**config.mk**
```make
export PLATFORM = sky130hd
export DESIGN_NAME = ex_shad_arb
export DESIGN_NICKNAME = d
export VERILOG_FILES = /design/src/rtl/ex_shad_arb.sv
export SDC_FILE = /design/constraint.sdc
export NUM_CORES = 1
export LEC_CHECK = 0
export BUFFER_PORTS_ARGS = -buffer_cell sky130_fd_sc_hd__buf_2
export CORE_MARGIN = 4
export CORE_UTILIZATION = 47
export CTS_CLUSTER_DIAMETER = 100
export DETAILED_ROUTE_END_ITERATION = 8
export PLACE_DENSITY = 0.8
export SLEW_MARGIN = 0
export SYNTH_ARGS = -nofsm -noshare
export SYNTH_HDL_FRONTEND = slang
export SYNTH_SLANG_ARGS = --single-unit
```
**constraint.sdc**
```tcl
create_clock -name clock -period 3 [get_ports clock]
set_clock_uncertainty 0.1 [all_clocks]
set_input_delay 0.15 -clock clock [delete_from_list [all_inputs] [get_ports clock]]
set_output_delay 0.15 -clock clock [all_outputs]
set_load 0.01 [all_outputs]
```
**src/rtl/ex_shad_arb.sv**
```systemverilog
// ex_shad_arb: round-robin sequencer sharing one SHAD/SHLD shifter between req0 (EX pipe) and req1 (microcode); ports: reqN valid/ready/Rs/Rt/Op in, respN valid/ready with shared respData/respErr out, shRs/shRt/shOp to and shRn from the shifter
module ex_shad_arb (
  input  logic        clock,
  input  logic        reset,
  input  logic        req0Valid,
  input  logic [31:0] req0Rs,
  input  logic [7:0]  req0Rt,
  input  logic [2:0]  req0Op,
  output logic        req0Ready,
  input  logic        req1Valid,
  input  logic [31:0] req1Rs,
  input  logic [7:0]  req1Rt,
  input  logic [2:0]  req1Op,
  output logic        req1Ready,
  output logic        resp0Valid,
  input  logic        resp0Ready,
  output logic        resp1Valid,
  input  logic        resp1Ready,
  output logic [31:0] respData,
  output logic        respErr,
  output logic [31:0] shRs,
  output logic [7:0]  shRt,
  output logic [2:0]  shOp,
  input  logic [31:0] shRn
);
  typedef enum logic [1:0] {IDLE, EXEC, RESP} stateT;
  stateT state;
  logic [31:0] opRs;
  logic [7:0] opRt;
  logic [2:0] opOp;
  logic owner, lastGrant, grant0, grant1, illegal, drive;
  always_comb begin
    grant0 = req0Valid & (~req1Valid | lastGrant);
    grant1 = req1Valid & (~req0Valid | ~lastGrant);
    req0Ready = (state == IDLE) & grant0;
    req1Ready = (state == IDLE) & grant1;
    illegal = opOp > 3'd4;
    drive = (state == EXEC) & ~illegal;
    shRs = drive ? opRs : '0;
    shRt = drive ? opRt : '0;
    shOp = drive ? opOp : '0;
  end
  always_ff @(posedge clock or posedge reset)
    if (reset) begin
      state <= IDLE;
      opRs <= '0;
      opRt <= '0;
      opOp <= '0;
      owner <= 1'b0;
      lastGrant <= 1'b1;
      respData <= '0;
      respErr <= 1'b0;
      resp0Valid <= 1'b0;
      resp1Valid <= 1'b0;
    end else if (state == IDLE) begin
      if (grant0 | grant1) begin
        opRs <= grant1 ? req1Rs : req0Rs;
        opRt <= grant1 ? req1Rt : req0Rt;
        opOp <= grant1 ? req1Op : req0Op;
        owner <= grant1;
        lastGrant <= grant1;
        state <= EXEC;
      end
    end else if (state == EXEC) begin
      respData <= illegal ? '0 : shRn;
      respErr <= illegal;
      resp0Valid <= ~owner;
      resp1Valid <= owner;
      state <= RESP;
    end else if (owner ? resp1Ready : resp0Ready) begin
      resp0Valid <= 1'b0;
      resp1Valid <= 1'b0;
      state <= IDLE;
    end
endmodule

```
==> run metrics, run 1 <==
status finished clean; CTS Root Cell clkbuf_8; FILL cells just over 700; DP HPWL ~8200 um; Max clock buf depth 2; Avg Vias per Cell just over 5; Routed WL per cell between 15 and 20 um; placer congestion estimate 0.8069; Arrival @ worst endpoint about 2300 ps; RSZ-0062 raised after global routing false; GRT overflow 0; die area roughly 0.011 sq mm; Avg Cell Area, Syn around 11 sq um; sequence of cells on the critical path nand2b_4 > nor2_4 > buf_4 > and2_1 > buf_2; M1 GR Usage 29.86%; ANT nets after route 0; yosys warns 0; maxcap violations 0; CTS tree yes; DRT Pass-1 Iters 4; PD cells between 900 and 1000 mW/mm^2; hold crit path type input pin to async pin; number of CTS-inserted buffers 9; largest net degree at the start of global routing just over 80; Worst VDD drop approximately 0.38 mV; number of antenna violations at the first check in global routing 0; Top Ports 204; initial core utilization 48.44%; Slew HR between 30% and 40%; leading area contributor after synthesis dfrtp_1; Synth async-reset ratio 100.0%; Initial DRC Count between 200 and 250; non-filler instance count after layout approximately 770; most frequent cell after synthesis nand2_1; GRT Total Usage roughly 23%; crit end category output port; EDFF count, synth 0; post-synthesis cell area between 0.004 and 0.005 sq mm; Final WS setup about 480 ps; Tot Pwr ~5.7 mW; Area contributors post-synth dfrtp_1, a31oi_4, nand2_1; Die Ht 105.6 um; final hold violation count 0; grt met3 use about 4.9%; Distinct cells, synth 32; Core ar. around 0.0092 sq mm; routed vias 3,952; critical path launch point type register; Total Routed Length ~13,000 um; Synth Register Bits between 80 and 90; final setup fails 0; Sink Count between 80 and 90; min Tclk post-route 2525 ps; first-pass GRT wire length approximately 21,000 um; CP Class register to output port; layout cell share with drive strength beyond 1 between 40% and 50%; sequential-to-total area share from yosys stat a little under half; Placed Instances roughly 700; GRT busiest layer met2; Crit path max-delay family simple AND/OR/NAND/NOR gates; IO buf count 203; Crit-path slowest cell dfrtp_1; Leak roughly 3 nW; area grow syn2layout 38.27%; Worst Path Max Fanout 35; commonest cells in the netlist nand2_1, dfrtp_1, a21oi_1; Place WS around 840 ps; setup repair bufs after CTS 0; fin. max-slew vios 0; Req. time, crit path ~2800 ps; Die Span X roughly 110 um; Yosys top cell area share 45.29%; register area between 0.002 and 0.0025 sq mm; Rows 35; final net count 756; Tightest Pin Transition 1035 ps; top_reg_cell synth dfrtp_1; H-tree levels 3; fin crit share between 80% and 90%; Layout Utilization between 60% and 70%; Net Count, Synth 522; vias in the first global route about 4,100; CP bufs+invs 2; Max Freq 396.1 MHz; met2 Use GR 39.16%; Multi-input gate area around 0.0022 sq mm; number of inserted diodes 0; clock transition at the registers of the reported paths approximately 90 ps; CP max stage delay approximately 480 ps; Post-Syn Instances about 400; # DRC 0; setup tns final 0 ps; Clk Latency, worst-skew pair 330 ps
cells by family after synthesis:
logic type | synth area share [%]
AO/OA/AOI/OAI | 32.40
AND/OR/NAND/NOR | 14.98
multiplexers | 0.4752
flip-flops | 45.88
buffers and inverters | 6.262
path summary, 6_finish.rpt:
path / from / end / slack, ps / depth (start not counted)
min in group clock: req0Rs[20] / opRs[20]$_DFFE_PP0P_ / 20 / 3
max in group asynchronous: reset / respData[31]$_DFFE_PP0P_ / 2090 / 3
max reg2reg: lastGrant$_DFFE_PP1P_ / opRs[25]$_DFFE_PP0P_ / 520 / 4
min: reset / respData[2]$_DFFE_PP0P_ / 1 / 3
min reg2reg: respData[17]$_DFFE_PP0P_ / respData[17]$_DFFE_PP0P_ / 410 / 1
max: state[1]$_DFFE_PP0P_ / shRs[20] / 480 / 5
layout by cell type (no fill, tap or decap), types with 2 or more instances in the layout:
cell type and instances:
nor2_1 2, a21oi_1 48, dfrtp_1 81, nand2_1 87
inv_1 4, dlygate4sd3_1 49, nor2_4 2, buf_4 6
a31oi_1 4, clkbuf_8 10, a22o_1 32, buf_2 203
buf_12 2, a31oi_4 40, clkinv_4 3, and2_1 43
o22ai_1 2
state kept, by name, indices dropped and copies added, names as in the netlist:
register,count
resp1Valid,1
opRt,8
state,2
respData,32
lastGrant,1
opRs,32
owner,1
opOp,3
resp0Valid,1
respErr,1
final cells by class:
| class | instances | area share [%] |
|---|---|---|
| Tap cell | 129 | 2.608 |
| Inverter | 5 | 0.3235 |
| Timing Repair Buffer | 260 | 25.72 |
| Sequential cell | 82 | 33.18 |
| Multi-Input combinational cell | 274 | 34.86 |
| Clock buffer | 11 | 2.285 |
| Clock inverter | 5 | 1.031 |
power by group:
group | internal [mW] | total (mW) | switching, mW | leakage, nW
clock network | 0.413 | 0.813 | 0.401 | 0.0997
registers | 1.61 | 1.93 | 0.315 | 0.981
logic | 1.35 | 2.93 | 1.58 | 1.86
total | 3.37 | 5.67 | 2.30 | 2.95
worst register-to-register path: cells and delay by family, from the launching register on:
kind,cells,cell delay [ps]
DFF,1,590
and+or+nand+nor,1,240
AOI/OAI and AO/OA,2,940
buffers and inverters,1,560
routing by layer:
metal | share of wire [%] | wire (um)
met3 | 7.8 | 993
met2 | 49 | 6296
met1 | 41 | 5262
met5 | 0 | 0
met4 | 1.3 | 168
per-stage QoR:
step | cell area [sq um] | hold WS, ps
3_5_place_dp | 5493 | 271.1
5_1_grt | 6188 | 1.059
3_3_place_gp | 5493 | 273.6
4_1_cts | 6148 | 1.288
2_1_floorplan | 4476 | 112.9
6_report | 6188 | 1.082
what timing repair did:
item	in CTS	in global routing
hold endpoints to repair	41	3
gates resized for setup	0	0
hold buffers	45	4
No activity file was read; power rests on OpenSTA's default activity.
==> run 2, diff against run 1 <==
- CORE_UTILIZATION: 47 -> 43
- PLACE_DENSITY: 0.8 -> 0.77
- clock period: 3 -> 2.1 ns (I/O delays scaled with it)
==> run 2 against run 1 <==
Design area is 14% higher. Via count is 13% higher. Die area is 8.6% higher. Sequential cell count stayed put. Global-route usage is 2.5 points higher. Critical endpoint is now shRs[0].
==> run metrics, run 2 (synthesis gave the netlist of run 1 again) <==
Routed WL per cell 17.87 um (+7.6%); Top Ports 204 (unchanged); first-pass GRT wire length 23,870 um (+15%); Tightest Pin Transition 645.9 ps (-388.9 ps); CTS Root Cell clkbuf_8; hold depth 4; most common cell after layout, fill and taps aside buf_2; placer congestion estimate 0.7750 (-4.0%); # DRC 0 (unchanged); vias in the first global route 4,948 (+21%); final hold violation count 0 (unchanged); setup tns final 0 ps (unchanged); Clk Latency, worst-skew pair 340 ps (about the same); GRT Total Usage 25.49% (+2.5 points); Core ar. 0.009955 sq mm (+7.7%); Hold EP resp1Valid$_DFFE_PP0P_; CTS tree yes; initial core utilization 44.96% (-3.5 points); Initial DRC Count 272 (+33%); fin. max-slew vios 0 (unchanged); min Tclk post-route 1970 ps; Avg Vias per Cell 5.231 (+1.4%); worst reg2reg path startpoint state[1]$_DFFE_PP0P_; DP HPWL 8791 um (+7.0%); Req. time, crit path 1890 ps (-860 ps); Hold WS 46.77 ps (+45.69 ps); IO buf count 203 (unchanged); GRT overflow 0 (unchanged); critical path launch point type register; largest net degree at the start of global routing 44 (-47%); Worst Path Max Fanout 30 (-14%); Total Routed Length 15,220 um (+20%); non-filler instance count after layout 852 (+11%); maxcap violations 0 (unchanged); Max Freq just over 500 MHz; CP Class register to output port; Die Span X 110.0 um (+4.2%); final net count 836 (+11%); fin crit share between 90% and 100%; Die Ht 110.0 um (+4.2%); H-tree levels 3 (unchanged); Placed Instances 712 (+1.6%); RSZ-0062 raised after global routing false; status finished clean; most frequent cells in the layout buf_2, dlygate4sd3_1, nand2_1, dfrtp_1, a21oi_1; Tot Pwr 8.402 mW (+48%); routed vias 4,457 (+13%); die area 0.01210 sq mm (+8.6%); Rows 36 (+2.9%); setup repair bufs after CTS 0 (unchanged); min-delay src resp1Ready; FILL cells 659 (-7.2%); Sink Count 82 (unchanged); Arrival @ worst endpoint 1760 ps (-510 ps); area grow syn2layout 57.00%; DRT Pass-1 Iters 5 (+1); Layout Utilization 70.59% (+3.6 points); number of CTS-inserted buffers 9 (unchanged); FF-to-FF setup slack 180 ps (-340 ps); final setup fails 0 (unchanged); Top Registers opRs x32, respData x32, opRt x8; R2R Path End lastGrant$_DFFE_PP1P_; layout cell share with drive strength beyond 1 39.33% (-3.8 points); clock transition at the registers of the reported paths 80 ps (about the same); Worst VDD drop 0.7463 mV (+94%); Slew HR 56.85% (+26 points); PD cells 1196 mW/mm^2 (+31%); hold crit path type input pin to register; ANT nets after route 0 (unchanged); number of antenna violations at the first check in global routing 0 (unchanged); register area 0.002053 sq mm (unchanged); Max clock buf depth 2 (unchanged); r2r worst-path depth 5 (+1); Multi-input gate area 0.002157 sq mm (unchanged); crit end category output port; Leak 3.302 nW (+12%)
-- run 2: cell type report --
cell class / instances / share of cell area (%)
inverter: 5 / 0.3205
sequential: 82 / 29.22
antenna: 2 / 0.07123
timing repair buffer: 340 / 34.21
tap: 133 / 2.368
multi-input combinational: 274 / 30.70
clock buffer: 11 / 2.012
clock inverter: 5 / 1.104
-- run 2: repair_timing --
item | 4_1_cts | 5_1_grt
hold buffers | 122 | 0
setup endpoints to repair | 0 | 20
gates resized for setup | 0 | 1
endpoints found under the hold margin | 100 | 0
-- run 2: per-stage QoR --
step	cell area (sq um)	setup WS, ps
after detailed placement	5578	449.3
after global routing	7022	8.222
final	7027	130.3
after CTS	7018	51.89
after global placement	5578	496.7
after floorplan	4479	582.0
-- run 2: where the power goes --
part | total, mW | leakage (nW) | switching [mW] | internal (mW)
registers | 2.75 | 0.981 | 0.448 | 2.30
logic | 4.38 | 2.21 | 2.36 | 2.02
clock network | 1.27 | 0.109 | 0.569 | 0.699
total | 8.40 | 3.30 | 3.38 | 5.02
-- run 2: worst max-delay path by stage --
stage,start,end,slack (ps),cells after the start
2_1_floorplan,state[1]$_DFFE_PP0P_,shRs[21],580,7
3_3_place_gp,state[1]$_DFFE_PP0P_,shRs[10],500,5
3_5_place_dp,state[1]$_DFFE_PP0P_,respData[24]$_DFFE_PP0P_,450,5
4_1_cts,state[1]$_DFFE_PP0P_,shRs[10],50,5
5_1_grt,state[1]$_DFFE_PP0P_,shRt[6],8,5
6_report,state[1]$_DFFE_PP0P_,shRs[0],130,5
-- run 2: metal layers --
| metal | share of wire [%] | global-route usage (%) |
|---|---|---|
| met1 | 38 | 28.58 |
| met2 | 51 | 46.27 |
| met3 | 7.9 | 5.475 |
| met4 | 2.4 | 11.13 |
| met5 | 0 | 0 |
-- run 2: worst max-delay path, stage by stage, from the launching register on --
cell and delay [ps]:
dfrtp_1 490, nand2b_4 200, nor2_4 140, buf_4 290, and2_1 180, buf_2 130
==> run 3, diff against run 2 <==
- CORE_MARGIN: 4 -> not set
==> run 3 against run 2 <==
Wire length decreased by 4.7%. Sequential power about the same. Critical path depth increased by 2. Global-route usage increased by 1.7 points. Worst hold slack got worse by 11 ps. Setup slack got worse by 85 ps. Sequential share of layout area decreased by 0.20 points. Die area decreased by 11%. Clock-buffer cell count decreased by 1. Non-clock buffer count increased by 5. Combinational power increased by 3%. Clock power decreased by 8%. Critical endpoint is now opRs[9]$_DFFE_PP0P_. Largest cell class unchanged.
==> run metrics, run 3 (synthesis gave the netlist of run 1 again) <==
Tightest Pin Transition 593.0 ps (-52.84 ps); PD cells 1193 mW/mm^2 (-0.24%); final net count 841 (+0.60%); Place WS 510.8 ps (+61.46 ps); Die Ht 104.0 um (-5.5%); Sink Count 82 (unchanged); CP Class input pin to register; final hold violation count 0 (unchanged); Finished Cell Area 0.007074 sq mm (+0.68%); number of CTS-inserted buffers 9 (unchanged); Top Ports 204 (unchanged); min-delay src resp0Ready; maxcap violations 0 (unchanged); GRT overflow 0 (unchanged); number of inserted diodes 0 (-2); largest net degree at the start of global routing 48 (+9.1%); Worst VDD drop 0.5081 mV (-32%); IO buf count 203 (unchanged); worst reg2reg path startpoint lastGrant$_DFFE_PP1P_; crit end category register; Clk Latency, worst-skew pair 350 ps (about the same); Arrival @ worst endpoint 2190 ps (+430 ps); Top Registers opRs x32, respData x32, opRt x8; most frequent cells in the layout buf_2, dlygate4sd3_1, nand2_1, dfrtp_1, a21oi_1; Worst Path Max Fanout 43 (+43%); final setup fails 0 (unchanged); hold crit path type input pin to register; status finished clean; placer congestion estimate 0.7697 (-0.68%); fin crit share 97.86% (+4.1 points); H-tree levels 3 (unchanged); critical path launch point type input pin; die area 0.01082 sq mm (-11%); most common cell after layout, fill and taps aside buf_2; worst setup path start req0Valid; Total Routed Length 14,500 um (-4.7%); Avg Vias per Cell 5.280 (+0.92%); ANT nets after route 0 (unchanged); Max Freq 486.6 MHz (-4.2%); Die Span X 104.0 um (-5.5%); initial core utilization 45.16% (+0.20 points); Final WS setup 44.96 ps (-85.35 ps); Max clock buf depth 2 (unchanged); routed vias 4,514 (+1.3%); GRT Total Usage 27.22% (+1.7 points); CTS tree yes; Core ar. 0.009910 sq mm (-0.45%); non-filler instance count after layout 855 (+0.35%); first-pass GRT wire length 23,030 um (-3.6%); layout cell share with drive strength beyond 1 40.17% (+0.84 points); Req. time, crit path 2240 ps (+350 ps); area grow syn2layout 58.07%; Rows 36 (unchanged); fin. max-slew vios 0 (unchanged); FILL cells 641 (-2.7%); Initial DRC Count 288 (+5.9%); vias in the first global route 4,728 (-4.4%); CTS Root Cell clkbuf_8; Leak 3.317 nW (+0.47%); clock transition at the registers of the reported paths 90 ps (about the same); number of antenna violations at the first check in global routing 0 (unchanged); # DRC 0 (unchanged); Slew HR 60.46% (+3.6 points); DP HPWL 8024 um (-8.7%); DRT Pass-1 Iters 7 (+2); min Tclk post-route 2055 ps (+85.35 ps); area post-placement 0.005583 sq mm (about the same); Routed WL per cell 16.96 um (-5.1%); FF-to-FF setup slack 90 ps (-90 ps); Placed Instances 711 (-0.14%)
-- run 3: changes by cell type in the layout (fill, tap and decap cells not counted), sizes merged --
cell      delta
buf          +5
bufinv       -1
clkbuf       -1
diode        -2
clkinvlp     +2
-- run 3: final cells by class --
class                      instances  area, sq um  share of cell area (%)
clock buffer                      10        137.6                   1.946
clock inverter                     6        66.31                  0.9374
inverter                           5        22.52                  0.3184
multi-input combinational        274         2163                   30.58
sequential                        82         2053                   29.02
tap                              133        166.4                   2.352
timing repair buffer             345         2465                   34.84
-- run 3: metal layers --
metal,track usage (%),up-vias,part of all wire [%]
li1,-,2023,-
met1,30.20,2167,38
met2,47.76,262,50
met3,5.827,62,7.4
met4,16.33,0,4.6
met5,0,-,0
-- run 3: worst paths after layout --
check / to / cells past startpoint
worst min register to register: respData[19]$_DFFE_PP0P_ / 1
worst max-delay path: opRs[9]$_DFFE_PP0P_ / 7
worst min-delay path: resp0Valid$_DFFE_PP0P_ / 4
max in group asynchronous: opRt[5]$_DFFE_PP0P_ / 4
worst max register to register: opRs[31]$_DFFE_PP0P_ / 5
min in group asynchronous: opRs[26]$_DFFE_PP0P_ / 4
-- run 3: power breakdown --
group / switching (mW) / total (mW) / leakage [nW] / internal, mW
Combinational: 2.36 / 4.50 / 2.24 / 2.15
Sequential: 0.463 / 2.77 / 0.981 / 2.30
Clock: 0.590 / 1.17 / 0.0945 / 0.582
-- run 3: critical path: stages --
cell and delay, ps:
dlygate4sd3_1 570, buf_2 170, or2_1 250, buf_6 210, a21oi_2 240, a31oi_4 40, dlygate4sd3_1 580
-- run 3: per-stage QoR --
step / util, % / hold slack, ps / setup TNS, ps / power [mW]
after floorplan: - / 67.92 / 0 / 5.823
after global placement: 56.34 / 159.9 / 0 / 6.780
after global routing: 71.39 / 47.14 / -7.874 / 8.965
after detailed placement: 56.34 / 169.6 / 0 / 6.909
after CTS: 70.72 / 13.81 / 0 / 8.335
final: 71.39 / 35.94 / 0 / 8.439
-- run 3: timing repair --
item,in CTS,in global routing
resized for setup,0,6
buffers inserted,0,6
hold buffers,122,0
endpoints found under the setup margin,0,6
hold endpoints to repair,158,0
